--- config.mk ---
export PLATFORM = sky130hd
export DESIGN_NAME = ldm_stm_sequencer
export DESIGN_NICKNAME = d
export VERILOG_FILES = /design/src/rtl/arm_core_pkg.sv /design/src/rtl/prio_enc16.sv /design/src/rtl/ldm_stm_sequencer.sv
export SDC_FILE = /design/constraint.sdc
export NUM_CORES = 1
export LEC_CHECK = 0
export ABC_AREA = 1
export CAP_MARGIN = 20
export CORE_ASPECT_RATIO = 0.7
export CORE_UTILIZATION = 35
export CTS_BUF_LIST = sky130_fd_sc_hd__clkbuf_16
export CTS_CLUSTER_DIAMETER = 30
export DETAILED_ROUTE_END_ITERATION = 6
export GPL_TIMING_DRIVEN = 0
export SETUP_SLACK_MARGIN = 0.02
export SYNTH_ARGS = -nofsm -noshare
export SYNTH_HDL_FRONTEND = slang
export SYNTH_SLANG_ARGS = --single-unit
--- constraint.sdc ---
create_clock -name clk -period 8.4 [get_ports clk]
set_input_delay 1.68 -clock clk [delete_from_list [all_inputs] [get_ports clk]]
set_output_delay 1.68 -clock clk [all_outputs]
set_load 0.1 [all_outputs]
--- src/rtl/arm_core_pkg.sv ---
// Shared types and constants for the LDM/STM block-transfer sequencer.
package arm_core_pkg;

  typedef enum logic [1:0] {
    S_IDLE = 2'd0,
    S_XFER = 2'd1,
    S_WB   = 2'd2,
    S_FIN  = 2'd3
  } seq_state_e;

  localparam logic [3:0] REG_PC     = 4'd15;
  localparam int         WORD_BYTES = 4;

  function automatic logic [4:0] popcount16(input logic [15:0] v);
    logic [4:0] cnt;
    cnt = 5'd0;
    for (int i = 0; i < 16; i++) begin
      cnt = cnt + {4'd0, v[i]};
    end
    return cnt;
  endfunction

endpackage

--- src/rtl/prio_enc16.sv ---
// Lowest-set-bit priority encoder over a 16-bit request vector.
module prio_enc16 (
  input  logic [15:0] req,
  output logic [3:0]  idx,
  output logic        valid
);

  // scan downward so the final hit left standing is the lowest index
  always_comb begin
    idx   = 4'd0;
    valid = |req;
    for (int i = 15; i >= 0; i--) begin
      idx = req[i] ? 4'(i) : idx;
    end
  end

endmodule

--- src/rtl/ldm_stm_sequencer.sv ---
// ARM LDM/STM register-list sequencer: one memory beat per listed register, then optional base writeback.
// Build option: define LDM_EMPTY_LIST_QUIRK_EN for ARMv4 empty-list behaviour (R15 only, base offset 0x40).
module ldm_stm_sequencer
  import arm_core_pkg::*;
#(
  parameter int DATA_W = 32,
  parameter int ADDR_W = 32
) (
  input  logic              clk,
  input  logic              rst,
  input  logic              start,
  input  logic [15:0]       reg_list,
  input  logic              is_load,
  input  logic              up,
  input  logic              pre,
  input  logic              wb,
  input  logic [3:0]        base_idx,
  input  logic [ADDR_W-1:0] base_val,
  output logic              mem_req,
  output logic              mem_we,
  output logic [ADDR_W-1:0] mem_addr,
  output logic [DATA_W-1:0] mem_wdata,
  input  logic              mem_ack,
  input  logic [DATA_W-1:0] mem_rdata,
  output logic [3:0]        rf_rd_idx,
  input  logic [DATA_W-1:0] rf_rd_data,
  output logic              rf_wr_en,
  output logic [3:0]        rf_wr_idx,
  output logic [DATA_W-1:0] rf_wr_data,
  output logic              busy,
  output logic              done
);

  localparam logic [ADDR_W-1:0] WORD_INC   = ADDR_W'(WORD_BYTES);
  localparam logic [ADDR_W-1:0] ALIGN_MASK = {{(ADDR_W-2){1'b1}}, 2'b00};

  seq_state_e        state_r, state_next_s;
  logic [15:0]       rem_r;
  logic [ADDR_W-1:0] addr_r;
  logic [ADDR_W-1:0] final_base_r;
  logic              is_load_r;
  logic              wb_r;
  logic              wb_block_r;
  logic [3:0]        base_idx_r;

  logic [15:0]       list_eff_s;
  logic [4:0]        n_s;
  logic [ADDR_W-1:0] off_s;
  logic [ADDR_W-1:0] start_raw_s;
  logic [ADDR_W-1:0] start_addr_s;
  logic [ADDR_W-1:0] final_base_s;
  logic [3:0]        cur_idx_s;
  logic              cur_valid_s;
  logic [15:0]       rem_clr_s;
  logic              launch_s;
  logic              beat_s;

  prio_enc16 u_prio (
    .req   (rem_r),
    .idx   (cur_idx_s),
    .valid (cur_valid_s)
  );

  // launch-time address arithmetic from the live decode inputs
  always_comb begin
    list_eff_s = reg_list;
    n_s        = popcount16(reg_list);
    off_s      = ADDR_W'({n_s, 2'b00});
`ifdef LDM_EMPTY_LIST_QUIRK_EN
    if (reg_list == 16'd0) begin
      list_eff_s = 16'd1 << REG_PC;
      off_s      = ADDR_W'(8'h40);
    end else begin
      list_eff_s = reg_list;
    end
`endif
    case ({up, pre})
      2'b10:   start_raw_s = base_val;
      2'b11:   start_raw_s = base_val + WORD_INC;
      2'b00:   start_raw_s = base_val - off_s + WORD_INC;
      2'b01:   start_raw_s = base_val - off_s;
      default: start_raw_s = base_val;
    endcase
    start_addr_s = start_raw_s & ALIGN_MASK;
    if (up) begin
      final_base_s = (base_val + off_s) & ALIGN_MASK;
    end else begin
      final_base_s = (base_val - off_s) & ALIGN_MASK;
    end
    rem_clr_s = rem_r & ~(16'd1 << cur_idx_s);
  end

  // state register
  always_ff @(posedge clk) begin
    if (rst) begin
      state_r <= S_IDLE;
    end else begin
      state_r <= state_next_s;
    end
  end

  // next-state and bus/register-file outputs; everything is 0 outside its active state
  always_comb begin
    state_next_s = state_r;
    launch_s     = 1'b0;
    beat_s       = 1'b0;
    mem_req      = 1'b0;
    mem_we       = 1'b0;
    mem_addr     = '0;
    mem_wdata    = '0;
    rf_rd_idx    = 4'd0;
    rf_wr_en     = 1'b0;
    rf_wr_idx    = 4'd0;
    rf_wr_data   = '0;
    busy         = 1'b0;
    done         = 1'b0;
    case (state_r)
      S_IDLE: begin
        if (start) begin
          launch_s = 1'b1;
          if (list_eff_s != 16'd0) begin
            state_next_s = S_XFER;
          end else if (wb) begin
            state_next_s = S_WB;
          end else begin
            state_next_s = S_FIN;
          end
        end else begin
          state_next_s = S_IDLE;
        end
      end
      S_XFER: begin
        busy      = 1'b1;
        mem_req   = cur_valid_s;
        mem_we    = ~is_load_r;
        mem_addr  = addr_r;
        rf_rd_idx = cur_idx_s;
        mem_wdata = is_load_r ? '0 : rf_rd_data;
        if (!cur_valid_s) begin
          state_next_s = S_FIN;
        end else if (mem_ack) begin
          beat_s = 1'b1;
          if (is_load_r) begin
            rf_wr_en   = 1'b1;
            rf_wr_idx  = cur_idx_s;
            rf_wr_data = mem_rdata;
          end else begin
            rf_wr_en   = 1'b0;
          end
          if (rem_clr_s == 16'd0) begin
            state_next_s = wb_r ? S_WB : S_FIN;
          end else begin
            state_next_s = S_XFER;
          end
        end else begin
          state_next_s = S_XFER;
        end
      end
      S_WB: begin
        busy = 1'b1;
        // a loaded base register keeps the loaded value
        if (!wb_block_r) begin
          rf_wr_en   = 1'b1;
          rf_wr_idx  = base_idx_r;
          rf_wr_data = DATA_W'(final_base_r);
        end else begin
          rf_wr_en   = 1'b0;
        end
        state_next_s = S_FIN;
      end
      S_FIN: begin
        done         = 1'b1;
        state_next_s = S_IDLE;
      end
      default: begin
        state_next_s = S_IDLE;
      end
    endcase
  end

  // transfer context: latched at launch, advanced on every acknowledged beat
  always_ff @(posedge clk) begin
    if (rst) begin
      rem_r        <= 16'd0;
      addr_r       <= '0;
      final_base_r <= '0;
      is_load_r    <= 1'b0;
      wb_r         <= 1'b0;
      wb_block_r   <= 1'b0;
      base_idx_r   <= 4'd0;
    end else if (launch_s) begin
      rem_r        <= list_eff_s;
      addr_r       <= start_addr_s;
      final_base_r <= final_base_s;
      is_load_r    <= is_load;
      wb_r         <= wb;
      wb_block_r   <= is_load & list_eff_s[base_idx];
      base_idx_r   <= base_idx;
    end else if (beat_s) begin
      rem_r        <= rem_clr_s;
      addr_r       <= addr_r + WORD_INC;
    end else begin
      rem_r        <= rem_r;
      addr_r       <= addr_r;
    end
  end

endmodule

==> flow_summary.json, run 1 <==
{
  "die_area_mm2": 0.0284,
  "dr.pass1.iters": 5,
  "end_kind": "flop",
  "postSynthCellCount": 1682,
  "hold_buffers": 0,
  "hold_path_depth": 2,
  "initial_utilization_pct": 35.9,
  "critPathKind": "in -> reg",
  "fin_crit_ns": 8.07,
  "cap_violations": 0,
  "cts_buffer_depth": 2,
  "worstPathRequired_ns": 8.63,
  "grt_max_degree": 16,
  "final_cell_mix": "nand2_1, inv_1, clkdlybuf4s50_1",
  "drc": 0,
  "ys_warn_count": 0,
  "tritoncts": "built",
  "worstMarginPinSlew_ns": 1.02,
  "core_area_mm2": 0.0270,
  "nNetsFinal": 2079,
  "grt-ovfl-total": 0,
  "die-width_um": 201,
  "synth_top_area_share_pct": 17.5,
  "antenna_found_initial": 0,
  "startpoint_type": "input port",
  "gp_congestion": 0.996,
  "ys_seq_elements": 85,
  "io_pins": 233,
  "wirelength_um": 43300,
  "final_common_cell": "nand2_1",
  "cts_made_buffers": 9,
  "slowest_delay_ns": 0.59,
  "place_area_mm2": 0.0124,
  "fmax_mhz": 124,
  "fin_cells": 2285,
  "leakagePower_nw": 5.63,
  "r2r_cells": 10,
  "run_status": "complete, no violations",
  "num_vias": 12200,
  "place_ws_ns": 0.0220,
  "fin_ws_ns": 0.327,
  "hpwl_um": 36000,
  "cts.clk_slew.worst_paths_ns": 0.07,
  "numPortBuffers": 219,
  "cp_common_cell": "fa_1",
  "synth-seq-area-share_pct": 17.5,
  "area_delta_synth_final_pct": 30.9,
  "antenna_cells": 0,
  "die_h_um": 141,
  "layout-drive-gt1-share_pct": 5.62,
  "clk-insertion-delay-late_ns": 0.35,
  "fill_cells": 2942,
  "synth_cell_type_count": 57,
  "track_usage_pct": 29.6,
  "crit_fanout": 7,
  "setup_viol": 0,
  "fin_area_mm2": 0.0127,
  "vias_per_cell": 5.34,
  "min_period_over_period_pct": 96.1,
  "post_drt_wl_per_cell_um": 18.9,
  "htree_levels": 3,
  "ir_worst_vdd_mv": 0.238,
  "fin_worst_skew_ns": 0.0106,
  "cp.arrival_ns": 8.30,
  "fp-row-count": 50,
  "drt_iter0_drc": 1468,
  "dp_cells": 2266,
  "critPathSlowestCell": "fa_1",
  "rsz0062_at_grt": "false",
  "cts_root_buf": "clkbuf_16",
  "cts_sinks": 85,
  "syn_area_per_cell_um2": 5.78,
  "hold_path.class": "reg -> reg",
  "yosys-top-cells-area": "dfxtp_1, nand2_1, inv_1",
  "grt_pass1_vias": 10700,
  "grt_pass1_wl_um": 64500,
  "hold_viol": 0,
  "maxSlewViolCount": 0,
  "setup-tns-final_ns": 0,
  "slew_headroom_pct": 31.5,
  "p_total_mw": 2.07,
  "ant_nets": 0,
  "yosys.area.top_type": "dfxtp_1",
  "syn_area_mm2": 0.00972,
  "power.density_mw_per_mm2": 163
}
-- path summary, 6_finish.rpt --
| path | start | endpoint | slack, ns |
|---|---|---|---|
| setup / recovery | reg_list[5] | addr_r[29]$_SDFFE_PP0P_ | 0.33 |
| hold / removal | final_base_r[31]$_SDFFE_PP0P_ | final_base_r[31]$_SDFFE_PP0P_ | 0.47 |
| setup reg to reg | state_r[1]$_SDFF_PP0_ | rem_r[1]$_SDFFE_PP0P_ | 5.15 |
| hold reg to reg | final_base_r[31]$_SDFFE_PP0P_ | final_base_r[31]$_SDFFE_PP0P_ | 0.47 |
-- sequential cells by signal, indices dropped and copies added (netlist names) --
name,cells
final_base_r,30
state_r,2
addr_r,30
wb_r,1
wb_block_r,1
base_idx_r,4
is_load_r,1
rem_r,16
-- Yosys cell counts, drive strengths merged --
cell type / number
xnor2: 6
nand4: 37
clkbuf: 67
nor3: 28
o311ai: 4
ha: 27
a31oi: 31
a21oi: 97
fa: 12
or2: 19
o21bai: 5
nand3b: 3
o21ai: 148
o22ai: 7
a221oi: 5
dfxtp: 85
nand2: 356
a211o: 1
o31ai: 3
nand3: 131
inv: 301
a211oi: 3
conb: 1
nor2: 178
o21a: 1
clkinv: 5
buf: 19
nor4: 14
o2111ai: 1
o211ai: 38
xor2: 38
a21o: 1
o221ai: 7
a21boi: 3
-- critical path: cells and delay by family --
family,cells,cell delay [ns]
AOI/OAI and AO/OA,6,1.29
and+or+nand+nor,10,1.09
buffers and inverters,7,1.08
adders and majority gates,7,2.94
xor gates and xnor gates,1,0.20
-- timing repair --
item,CTS,global route
setup buffers,0,3
resized for setup,0,5
endpoints found under the setup margin,0,8
-- layer usage --
layer	GRT usage [%]	up-vias	share of wire [%]
met5	0	-	0
met4	5.34	0	1.3
met3	5.19	35	10
met2	42.0	634	39
met1	45.8	5600	49
li1	-	5922	-
-- through the flow --
step	utilization, %	hold slack (ns)
finish	47.0	0.470
global route	47.0	0.477
CTS	46.9	0.466
detailed placement	45.8	0.457
global placement	45.8	0.448
floorplan	-	0.430
-- area by class of cell --
type / count / area (um^2) / share of cell area (%)
clock inverters: 7 / 73.8 / 0.581
inverters: 306 / 1150 / 9.03
flip-flops and latches: 85 / 1700 / 13.4
multi-input cells: 1206 / 6540 / 51.4
clock buffers: 9 / 225 / 1.77
repair buffers: 222 / 2210 / 17.4
plain buffers: 86 / 357 / 2.80
well taps: 364 / 455 / 3.58
-- cells by family (layout without fill, tap and decap cells) --
kind of cell,after synthesis,count (layout),synth area share [%]
AOI/OAI and AO/OA,355,355,21.8
xor gates and xnor gates,44,44,4.04
adders and majority gates,39,39,5.95
buffers and inverters,392,630,15.5
DFF,85,85,17.5
other,1,2,0.0386
and+or+nand+nor,766,766,35.1
-- power breakdown --
group / internal [mW] / total, mW / switching, mW
registers: 0.445 / 0.484 / 0.0399
logic: 0.383 / 1.17 / 0.791
clock network: 0.232 / 0.414 / 0.182
total: 1.06 / 2.07 / 1.01
Power figures use the tool's default switching activity.
==> inputs of run 2 (changes only) <==
- SYNTH_HIERARCHICAL: unset -> 1
==> flow_summary.json, run 2 <==
{
  "cts_made_buffers": 9,
  "place_ws_ns": 0.367,
  "clk-insertion-delay-late_ns": 0.35,
  "fill_cells": 3173,
  "antenna_cells": 0,
  "synth-edff-count": 0,
  "utilization_pct": 45.9,
  "hold_path.class": "reg -> reg",
  "vias_per_cell": 5.39,
  "ys_seq_elements": 85,
  "yosys.area.top_type": "nand2_1",
  "initial_utilization_pct": 35.8,
  "synth-seq-area-share_pct": 16.4,
  "cap_violations": 0,
  "place_area_mm2": 0.0130,
  "core_area_mm2": 0.0290,
  "ys_top_cells_by_count": "nand2_1, inv_1, nand3_1, nor2_1, o21ai_0",
  "cts_resized": 0,
  "syn_area_per_cell_um2": 5.64,
  "critPathKind": "in -> reg",
  "grt-ovfl-total": 0,
  "hold_ws_ns": 0.467,
  "hpwl_um": 40900,
  "io_pins": 233,
  "final_cell_mix": "nand2_1, inv_1, clkdlybuf4s50_1",
  "slew_headroom_pct": 19.8,
  "grt_pass1_vias": 11800,
  "post_drt_wl_per_cell_um": 20.1,
  "htree_levels": 3,
  "track_usage_pct": 31.7,
  "final_common_cell": "nand2_1",
  "hold_buffers": 0,
  "worstMarginPinSlew_ns": 1.19,
  "synth_flop_cell": "dfxtp_1",
  "die_h_um": 146,
  "p_total_mw": 2.18,
  "power.density_mw_per_mm2": 164,
  "crit_fanout": 5,
  "num_vias": 13200,
  "maxSlewViolCount": 0,
  "end_kind": "flop",
  "cts_sinks": 85,
  "startpoint_type": "input port",
  "postSynthCellCount": 1842,
  "die_area_mm2": 0.0304,
  "fin_worst_skew_ns": 0.00589,
  "leakagePower_nw": 6.11,
  "fmax_mhz": 129,
  "grt_pass1_wl_um": 72800,
  "grt_max_degree": 14,
  "cp.arrival_ns": 7.98,
  "fin_area_mm2": 0.0133,
  "cts.clk_slew.worst_paths_ns": 0.06,
  "dp_cells": 2438,
  "ant_nets": 0,
  "dr.pass1.iters": 6,
  "min_period_over_period_pct": 92.2,
  "cts_root_buf": "clkbuf_16",
  "tritoncts": "built",
  "cts_buffer_depth": 2,
  "yosys-top-cells-area": "nand2_1, dfxtp_1, inv_1",
  "setup-tns-final_ns": 0,
  "ir_worst_vdd_mv": 0.155,
  "setup_viol": 0,
  "worstPathRequired_ns": 8.64,
  "fin_cells": 2454,
  "ys_warn_count": 6,
  "hold_viol": 0,
  "run_status": "complete, no violations",
  "area_delta_synth_final_pct": 28.2,
  "top_regs": "addr_r x30, final_base_r x30, rem_r x16",
  "ys_async_sr_fraction_pct": 0,
  "nNetsFinal": 2235,
  "die-width_um": 208,
  "layout-drive-gt1-share_pct": 6.50,
  "drt_iter0_drc": 1522,
  "synth_cell_type_count": 57,
  "fin_crit_ns": 7.74,
  "synth.most_common_cell": "nand2_1",
  "rsz0062_at_grt": "false",
  "wirelength_um": 49300,
  "gp_congestion": 1.03,
  "drc": 0,
  "syn_area_mm2": 0.0104,
  "fin_ws_ns": 0.659,
  "antenna_found_initial": 0,
  "post_cts_buffers": 0,
  "fp-row-count": 52,
  "numPortBuffers": 217,
  "synth_top_area_share_pct": 17.0
}
==> run 2: cell types whose count changed in the layout (fill, tap and decap cells not counted), sizes merged, moves of 5 or more <==
cell | previous run | this run
a21oi | 97 | 111
and2 | 0 | 5
nand2 | 356 | 494
nand3 | 131 | 189
nand4 | 37 | 26
nor2 | 178 | 183
o22ai | 7 | 2
or2 | 19 | 3
xor2 | 38 | 25
==> run 2: final timing paths <==
path                                      from                            to  slack, ns  cells past startpoint
setup reg to reg        rem_r[14]$_SDFFE_PP0P_        rem_r[15]$_SDFFE_PP0P_       4.63                     12
setup / recovery                   reg_list[0]       addr_r[29]$_SDFFE_PP0P_       0.66                     28
hold reg to reg   final_base_r[7]$_SDFFE_PP0P_  final_base_r[7]$_SDFFE_PP0P_       0.47                      2
hold / removal    final_base_r[7]$_SDFFE_PP0P_  final_base_r[7]$_SDFFE_PP0P_       0.47                      2
==> run 2: critical path, cell delays in order <==
cell,delay [ns]
clkdlybuf4s50_1,0.49
inv_1,0.09
fa_1,0.61
fa_1,0.46
fa_1,0.48
fa_1,0.49
inv_1,0.04
ha_1,0.20
fa_1,0.40
nand2_1,0.07
a21oi_1,0.13
ha_1,0.39
nor2_1,0.22
nand3_2,0.21
nand2_1,0.31
nand2_1,0.13
nand3_1,0.12
o21ai_2,0.12
nor2_1,0.12
nand2_1,0.12
nor2_4,0.17
nand2_1,0.09
nor2_1,0.30
nand3_1,0.12
nand3_1,0.12
nand2_1,0.06
nand2_1,0.13
a21oi_1,0.08
==> run 2: kinds of logic after synthesis <==
kind of cell | after synthesis | synth area share (%)
AO/OA/AOI/OAI | 351 | 19.3
XOR/XNOR | 28 | 2.36
adder cells (fa/ha/maj) | 39 | 5.56
buffers and inverters | 393 | 15.0
flip-flops | 85 | 16.4
other | 1 | 0.0361
AND/OR/NAND/NOR | 945 | 41.3
==> run 2: area by class of cell <==
type                            count  area, um^2  area share, %
Inverter                          302        1130           8.52
Clock buffer                        9         225           1.69
Clock inverter                      6        55.1          0.413
Timing Repair Buffer              218        2180           16.3
Buffer                             91         425           3.19
Multi-Input combinational cell   1365        7130           53.5
Sequential cell                    85        1700           12.8
Tap cell                          378         473           3.55
==> run 2: layer usage <==
metal,global-route usage [%],vias to the layer above,wire length [um]
met5,0,-,0
met4,5.26,0,698
met3,10.4,49,5980
met2,43.4,685,19100
met1,47.7,6081,23500
li1,-,6402,-
==> run 2: power by group <==
| group | switching [mW] | leakage, nW | total [mW] | internal [mW] |
|---|---|---|---|---|
| sequential | 0.0420 | 0.702 | 0.487 | 0.445 |
| combinational | 0.899 | 5.26 | 1.29 | 0.395 |
| clock | 0.173 | 0.142 | 0.399 | 0.227 |
| total | 1.11 | 6.11 | 2.18 | 1.07 |
